<file path="src/rtl/chip8_pkg.sv">
// Shared constants for the CHIP-8 fetch path.
//   ADDR_W   : byte address / program counter width
//   OPCODE_W : instruction width (two bytes, big-endian)
//   HI_A..VALID : fetch FSM state encoding (3 bits)
package chip8_pkg;
  localparam int ADDR_W   = 8;
  localparam int OPCODE_W = 16;

  // Each byte takes an address cycle (_A) and a data cycle (_D) so that both
  // combinational and 1-cycle registered memories return data in time.
  localparam logic [2:0] HI_A  = 3'd0;
  localparam logic [2:0] HI_D  = 3'd1;
  localparam logic [2:0] LO_A  = 3'd2;
  localparam logic [2:0] LO_D  = 3'd3;
  localparam logic [2:0] VALID = 3'd4;
endpackage

</file>
<file path="src/rtl/chip8_pc_unit.sv">
// Program counter register for the CHIP-8 fetch unit.
//   clk, rst    : clock, synchronous active-high reset (pc <= RESET_PC)
//   load        : jump, pc <= load_value (wins over advance)
//   load_value  : jump target
//   advance     : an opcode was consumed, pc <= pc + 2
//   skip        : with advance, pc <= pc + 4 instead
//   pc          : current program counter
module chip8_pc_unit
  import chip8_pkg::*;
#(
  parameter int                AW       = 8,
  parameter logic [AW-1:0]     RESET_PC = '0
) (
  input  logic          clk,
  input  logic          rst,
  input  logic          load,
  input  logic [AW-1:0] load_value,
  input  logic          advance,
  input  logic          skip,
  output logic [AW-1:0] pc
);

  logic [AW-1:0] pc_q;
  logic [AW-1:0] pc_d;

  // Additions wrap naturally at AW bits.
  always_comb begin
    pc_d = pc_q;
    if (load) begin
      pc_d = load_value;
    end else if (advance) begin
      pc_d = skip ? (pc_q + AW'(4)) : (pc_q + AW'(2));
    end
  end

  always_ff @(posedge clk) begin
    if (rst) begin
      pc_q <= RESET_PC;
    end else begin
      pc_q <= pc_d;
    end
  end

  assign pc = pc_q;

endmodule

</file>
<file path="src/rtl/chip8_fetch_unit.sv">
// CHIP-8 instruction fetch stage: reads two bytes per instruction from an
// 8-bit memory, assembles them big-endian and presents them to the decoder
// on a valid/ready handshake. Owns the program counter.
//   clk, rst         : clock, synchronous active-high reset
//   mem_addr, mem_rd : byte address and read request to memory
//   mem_read_data    : byte returned by memory
//   opcode, opcode_pc, opcode_valid, opcode_ready : decoder handshake
//   pc_load, pc_load_value : jump from execute (highest priority after rst)
//   pc_skip          : skip next instruction, honoured only on a transfer
module chip8_fetch_unit
  import chip8_pkg::*;
#(
  parameter logic [7:0] RESET_PC = 8'h00,
  parameter int         ADDR_W   = 8
) (
  input  logic                clk,
  input  logic                rst,
  output logic [ADDR_W-1:0]   mem_addr,
  output logic                mem_rd,
  input  logic [7:0]          mem_read_data,
  output logic [OPCODE_W-1:0] opcode,
  output logic [ADDR_W-1:0]   opcode_pc,
  output logic                opcode_valid,
  input  logic                opcode_ready,
  input  logic                pc_load,
  input  logic [ADDR_W-1:0]   pc_load_value,
  input  logic                pc_skip
);

  localparam logic [ADDR_W-1:0] RESET_PC_W = ADDR_W'(RESET_PC);

  logic [2:0]          state_q, state_d;
  logic [OPCODE_W-1:0] opcode_q, opcode_d;
  logic [ADDR_W-1:0]   opcode_pc_q, opcode_pc_d;
  logic                opcode_valid_q, opcode_valid_d;
  logic [ADDR_W-1:0]   pc;
  logic [ADDR_W-1:0]   pc_plus1;
  logic                transfer;

  assign transfer = opcode_valid_q && opcode_ready;
  assign pc_plus1 = pc + ADDR_W'(1);

  chip8_pc_unit #(
    .AW       (ADDR_W),
    .RESET_PC (RESET_PC_W)
  ) u_pc (
    .clk        (clk),
    .rst        (rst),
    .load       (pc_load),
    .load_value (pc_load_value),
    .advance    (transfer),
    .skip       (pc_skip),
    .pc         (pc)
  );

  always_comb begin
    state_d        = state_q;
    opcode_d       = opcode_q;
    opcode_pc_d    = opcode_pc_q;
    opcode_valid_d = opcode_valid_q;
    case (state_q)
      HI_A:  state_d = HI_D;
      HI_D: begin
        opcode_d[15:8] = mem_read_data;
        state_d        = LO_A;
      end
      LO_A:  state_d = LO_D;
      LO_D: begin
        opcode_d[7:0]  = mem_read_data;
        opcode_pc_d    = pc;
        opcode_valid_d = 1'b1;
        state_d        = VALID;
      end
      VALID: begin
        if (transfer) begin
          opcode_valid_d = 1'b0;
          state_d        = HI_A;
        end
      end
      default: state_d = HI_A;
    endcase
    // A jump aborts whatever is in flight; a byte captured this cycle is
    // dropped by keeping the previous opcode register contents.
    if (pc_load) begin
      state_d        = HI_A;
      opcode_d       = opcode_q;
      opcode_pc_d    = opcode_pc_q;
      opcode_valid_d = 1'b0;
    end
  end

  always_ff @(posedge clk) begin
    if (rst) begin
      state_q        <= HI_A;
      opcode_q       <= '0;
      opcode_pc_q    <= RESET_PC_W;
      opcode_valid_q <= 1'b0;
    end else begin
      state_q        <= state_d;
      opcode_q       <= opcode_d;
      opcode_pc_q    <= opcode_pc_d;
      opcode_valid_q <= opcode_valid_d;
    end
  end

  // Address is held for both cycles of each byte so data is stable at the
  // end of the second; the memory is idle while holding a presented opcode.
  always_comb begin
    mem_addr = pc;
    mem_rd   = 1'b0;
    if (rst) begin
      mem_addr = RESET_PC_W;
    end else begin
      case (state_q)
        HI_A, HI_D: begin
          mem_addr = pc;
          mem_rd   = 1'b1;
        end
        LO_A, LO_D: begin
          mem_addr = pc_plus1;
          mem_rd   = 1'b1;
        end
        default: begin
          mem_addr = pc;
          mem_rd   = 1'b0;
        end
      endcase
    end
  end

  assign opcode       = opcode_q;
  assign opcode_pc    = opcode_pc_q;
  assign opcode_valid = opcode_valid_q;

endmodule

</file>
<file path="config.mk">
export PLATFORM = sky130hd
export DESIGN_NAME = chip8_fetch_unit
export DESIGN_NICKNAME = d
export VERILOG_FILES = /design/src/rtl/chip8_pkg.sv /design/src/rtl/chip8_pc_unit.sv /design/src/rtl/chip8_fetch_unit.sv
export SDC_FILE = /design/constraint.sdc
export NUM_CORES = 1
export LEC_CHECK = 0
export CAP_MARGIN = 30
export CORE_MARGIN = 5
export CORE_UTILIZATION = 50
export CTS_BUF_LIST = sky130_fd_sc_hd__clkbuf_8
export CTS_CLUSTER_SIZE = 20
export DETAILED_ROUTE_END_ITERATION = 10
export GPL_TIMING_DRIVEN = 0
export PLACE_DENSITY = 0.95
export SYNTH_ARGS = -nofsm -noshare
export SYNTH_HDL_FRONTEND = slang
export SYNTH_SLANG_ARGS = --single-unit
</file>
<file path="constraint.sdc">
create_clock -name clk -period 3.9 [get_ports clk]
set_input_delay 0.975 -clock clk [delete_from_list [all_inputs] [get_ports clk]]
set_output_delay 0.975 -clock clk [all_outputs]
set_load 0.02 [all_outputs]
</file>
==> run_summary.xml <==
<?xml version="1.0" encoding="UTF-8"?>
<metrics>
  <group name="synth">
    <metric name="synth_warn" unit="">0</metric>
    <metric name="synth_common_cells" unit="">sky130_fd_sc_hd__nand2_1, sky130_fd_sc_hd__dfxtp_1, sky130_fd_sc_hd__a21oi_1</metric>
    <metric name="post-synth-top-area-cell" unit="">sky130_fd_sc_hd__dfxtp_1</metric>
    <metric name="netlist_area" unit="um^2">1784</metric>
    <metric name="synth_area_per_cell" unit="um^2">8.110</metric>
    <metric name="yosys.area.top_type_share" unit="%">40.39</metric>
    <metric name="synth_most_common_cell" unit="">sky130_fd_sc_hd__nand2_1</metric>
    <metric name="sequential_element_share_of_the_synthesized_area" unit="%">40.39</metric>
    <metric name="ys_types" unit="">46</metric>
    <metric name="syn-num-nets" unit="">246</metric>
    <metric name="number_of_synthesized_flops_with_an_enable_pin" unit="">0</metric>
    <metric name="synth.top_cells.by_area" unit="">sky130_fd_sc_hd__dfxtp_1, sky130_fd_sc_hd__nand2_1, sky130_fd_sc_hd__a21oi_1</metric>
    <metric name="ys_async_sr_fraction" unit="%">0</metric>
    <metric name="synth-seq-cells" unit="">36</metric>
    <metric name="synthCells" unit="">220</metric>
    <metric name="ys.flop_type" unit="">sky130_fd_sc_hd__dfxtp_1</metric>
  </group>
  <group name="worst_setup_path">
    <metric name="r2r-start" unit="">u_pc.pc[2]</metric>
    <metric name="worstPathRequired" unit="ns">2.92</metric>
    <metric name="cp_data_arrival_time" unit="ns">2.81</metric>
    <metric name="timing.reg2reg.setup_slack" unit="ns">2.10</metric>
    <metric name="r2r-end" unit="">u_pc.pc[6]</metric>
    <metric name="worstSetupPathType" unit="">input pin to output pin</metric>
    <metric name="setup.worst_path.start_class" unit="">input pin</metric>
    <metric name="worstPathMaxFanout" unit="">10</metric>
    <metric name="reg2regPathDepth" unit="">4</metric>
    <metric name="cp_endpoint_kind" unit="">output pin</metric>
  </group>
  <group name="timing">
    <metric name="final_setup_margin" unit="ns">0.1160</metric>
    <metric name="timing.fmax" unit="MHz">264.3</metric>
    <metric name="setup_skew" unit="ns">0.004773</metric>
    <metric name="worst_slew_margin_rel" unit="%">47.13</metric>
    <metric name="final.min_clock_period" unit="ns">3.784</metric>
    <metric name="setup-tns-final" unit="ns">0</metric>
    <metric name="final_hold_viol_count" unit="">0</metric>
    <metric name="rsz_0062_raised_after_global_routing" unit="">false</metric>
    <metric name="final_min_period_over_clock_period" unit="%">97.03</metric>
    <metric name="timing.final.max_slew_violations" unit="">0</metric>
    <metric name="max_slew.worst_pin.slew" unit="ns">0.7909</metric>
    <metric name="finalHoldWorstSlack" unit="ns">0.4570</metric>
    <metric name="setup_viol" unit="">0</metric>
  </group>
  <group name="flow_run">
    <metric name="drv_cap" unit="">0</metric>
  </group>
  <group name="global_route">
    <metric name="global_route.usage.total" unit="%">19.93</metric>
    <metric name="via_count_of_the_first_global_routing_pass" unit="">1712</metric>
    <metric name="antenna_found_initial" unit="">0</metric>
    <metric name="grt_max_degree" unit="">12</metric>
    <metric name="global_route.overflow_total" unit="">0</metric>
    <metric name="first_pass_grt_wire_length" unit="mm">7.948</metric>
  </group>
  <group name="drt">
    <metric name="routed_via_count_divided_by_cell_count" unit="">5.586</metric>
    <metric name="drt_wl_total" unit="mm">4.868</metric>
    <metric name="num_vias" unit="">1821</metric>
    <metric name="final_antenna_net_count" unit="">0</metric>
    <metric name="drt_first_pass_iters" unit="">4</metric>
    <metric name="detail_route.drc_violations" unit="">0</metric>
    <metric name="post_drt_wl_per_cell" unit="um">14.93</metric>
    <metric name="dr_iter_0_viols" unit="">132</metric>
  </group>
  <group name="clocking">
    <metric name="quantity_of_hold_fixing_buffers_added_after_cts" unit="">0</metric>
    <metric name="ctsHtreeMaxLevel" unit="">2</metric>
    <metric name="cts_inserted_buffers" unit="">5</metric>
    <metric name="cts.reportedPaths.clkPinSlew" unit="ns">0.07</metric>
    <metric name="post_cts.resized_instances" unit="">0</metric>
    <metric name="tritoncts_clock_tree" unit="">built</metric>
    <metric name="cts_setup_buffers" unit="">0</metric>
    <metric name="cts.sink_count" unit="">36</metric>
    <metric name="cts_buffer_depth" unit="">2</metric>
    <metric name="cts_root_buffer" unit="">sky130_fd_sc_hd__clkbuf_8</metric>
    <metric name="insertion_delay_to_the_later_sink_of_the_worst_skew_pair" unit="ns">0.29</metric>
  </group>
  <group name="finish">
    <metric name="layout.cells.non_filler" unit="">326</metric>
    <metric name="nets" unit="">305</metric>
    <metric name="layout-drive-gt1-share" unit="%">8.929</metric>
    <metric name="antennaDiodeCount" unit="">0</metric>
    <metric name="syn_to_final_growth" unit="%">37.73</metric>
    <metric name="layout.filler_cells" unit="">246</metric>
    <metric name="final_design_area_no_fill" unit="um^2">2457</metric>
  </group>
  <group name="placement">
    <metric name="buffers_added_on_ports" unit="">52</metric>
    <metric name="placement.cell_area" unit="um^2">2362</metric>
    <metric name="pre_cts_ws" unit="ns">0.02645</metric>
    <metric name="hpwlAfterDp" unit="mm">3.405</metric>
    <metric name="finalWeightedCongestion" unit="">0.8811</metric>
    <metric name="dpl.cell_count" unit="">318</metric>
  </group>
  <group name="pwr">
    <metric name="power.ir.vdd_worst" unit="mV">0.1990</metric>
    <metric name="p_leak" unit="nW">0.8868</metric>
    <metric name="power_per_cell_area" unit="nW/um^2">314.6</metric>
  </group>
  <group name="floorplan">
    <metric name="floorplan.initialDensity" unit="%">52.64</metric>
    <metric name="die-area" unit="um^2">4863</metric>
    <metric name="die_ht" unit="um">69.74</metric>
    <metric name="core" unit="um^2">3390</metric>
    <metric name="core.rowCount" unit="">21</metric>
    <metric name="io_pins" unit="">55</metric>
    <metric name="die_w" unit="um">69.74</metric>
  </group>
  <group name="min_path">
    <metric name="worstHoldPathCells" unit="">2</metric>
    <metric name="hp-class" unit="">flip-flop to flip-flop</metric>
    <metric name="hold_path_end" unit="">opcode_pc[6]</metric>
    <metric name="holdCritStartpoint" unit="">opcode_pc[6]</metric>
  </group>
  <group name="run_status">
    <metric name="status" unit="">finished, final reports clean</metric>
  </group>
</metrics>
==> kinds of logic (layout without fill, tap and decap cells) <==
kind of cell	after synthesis	count (layout)	share of synthesized area, %
flip-flops	36	36	40.39
AO/OA/AOI/OAI	48	48	15.92
adder cells (fa/ha/maj)	5	5	3.506
multiplexers	5	5	2.805
AND/OR/NAND/NOR	100	100	29.24
buffers and inverters	20	80	5.189
XOR/XNOR	6	6	2.945
==> flip-flops by register name, indices dropped and copies added (netlist names) <==
signal	count
opcode	16
u_pc.pc	8
state_q	3
opcode_pc	8
opcode_valid	1
==> layer usage <==
metal / track usage (%) / share of wire, % / vias to the layer above
li1: - / - / 886
met4: 7.447 / 2.3 / 0
met1: 23.85 / 41 / 859
met3: 4.493 / 6.0 / 11
met2: 34.64 / 50 / 65
met5: 0 / 0 / -
==> layout make-up <==
cell class              instances  area, um^2  share of cell area [%]
clock buffers                   6       82.58                   3.360
repair buffers                 52       520.5                   21.18
inverters                       3       11.26                  0.4582
clock inverters                 2       11.26                  0.4582
plain buffers                  17       82.58                   3.360
well taps                      46       57.56                   2.342
multi-input cells             164       970.9                   39.51
flip-flops and latches         36       720.7                   29.33
==> per-stage QoR <==
| step | util, % | total power (W) |
|---|---|---|
| CTS | 72.46 | 0.0007731 |
| global route | 72.50 | 0.0008022 |
| floorplan | - | 0.0004551 |
| detailed placement | 69.69 | 0.0005057 |
| global placement | 69.69 | 0.0005031 |
| finish | 72.50 | 0.0007732 |
==> cells in the final DEF (no fill, tap or decap), types with 3 or more instances in the layout <==
master	count
sky130_fd_sc_hd__nor4_1	3
sky130_fd_sc_hd__nor2_1	16
sky130_fd_sc_hd__o21ai_0	5
sky130_fd_sc_hd__clkbuf_8	6
sky130_fd_sc_hd__inv_1	3
sky130_fd_sc_hd__nand2_1	51
sky130_fd_sc_hd__clkdlybuf4s50_1	52
sky130_fd_sc_hd__ha_1	5
sky130_fd_sc_hd__dfxtp_1	36
sky130_fd_sc_hd__nand3b_1	4
sky130_fd_sc_hd__buf_2	7
sky130_fd_sc_hd__xor2_1	4
sky130_fd_sc_hd__clkbuf_1	6
sky130_fd_sc_hd__a21oi_1	30
sky130_fd_sc_hd__mux2i_1	5
==> how the worst max path moves through the flow <==
| stage | from | endpoint | slack, ns | cells past startpoint |
|---|---|---|---|---|
| after detailed placement | rst | mem_addr[6] | 0.03 | 5 |
| after global routing | rst | mem_addr[6] | 0.03 | 5 |
| after global placement | rst | mem_addr[2] | 0.02 | 5 |
| final | rst | mem_addr[6] | 0.12 | 5 |
| after floorplan | rst | mem_addr[5] | 1.21 | 3 |
| after CTS | rst | mem_addr[6] | 0.01 | 5 |
==> critical path: stages <==
cell                              delay, ns
sky130_fd_sc_hd__clkdlybuf4s50_1       0.49
sky130_fd_sc_hd__clkbuf_1              0.37
sky130_fd_sc_hd__clkbuf_2              0.32
sky130_fd_sc_hd__a21oi_1               0.10
sky130_fd_sc_hd__clkdlybuf4s50_1       0.55
==> report_power, final <==
part	switching (W)	leakage (nW)	internal, W
clock	0.000131	0.0486	0.000141
sequential	0.0000132	0.293	0.000377
combinational	0.0000569	0.545	0.0000533
total	0.000202	0.887	0.000572
Note: power is estimated with default switching activity, not from simulation.
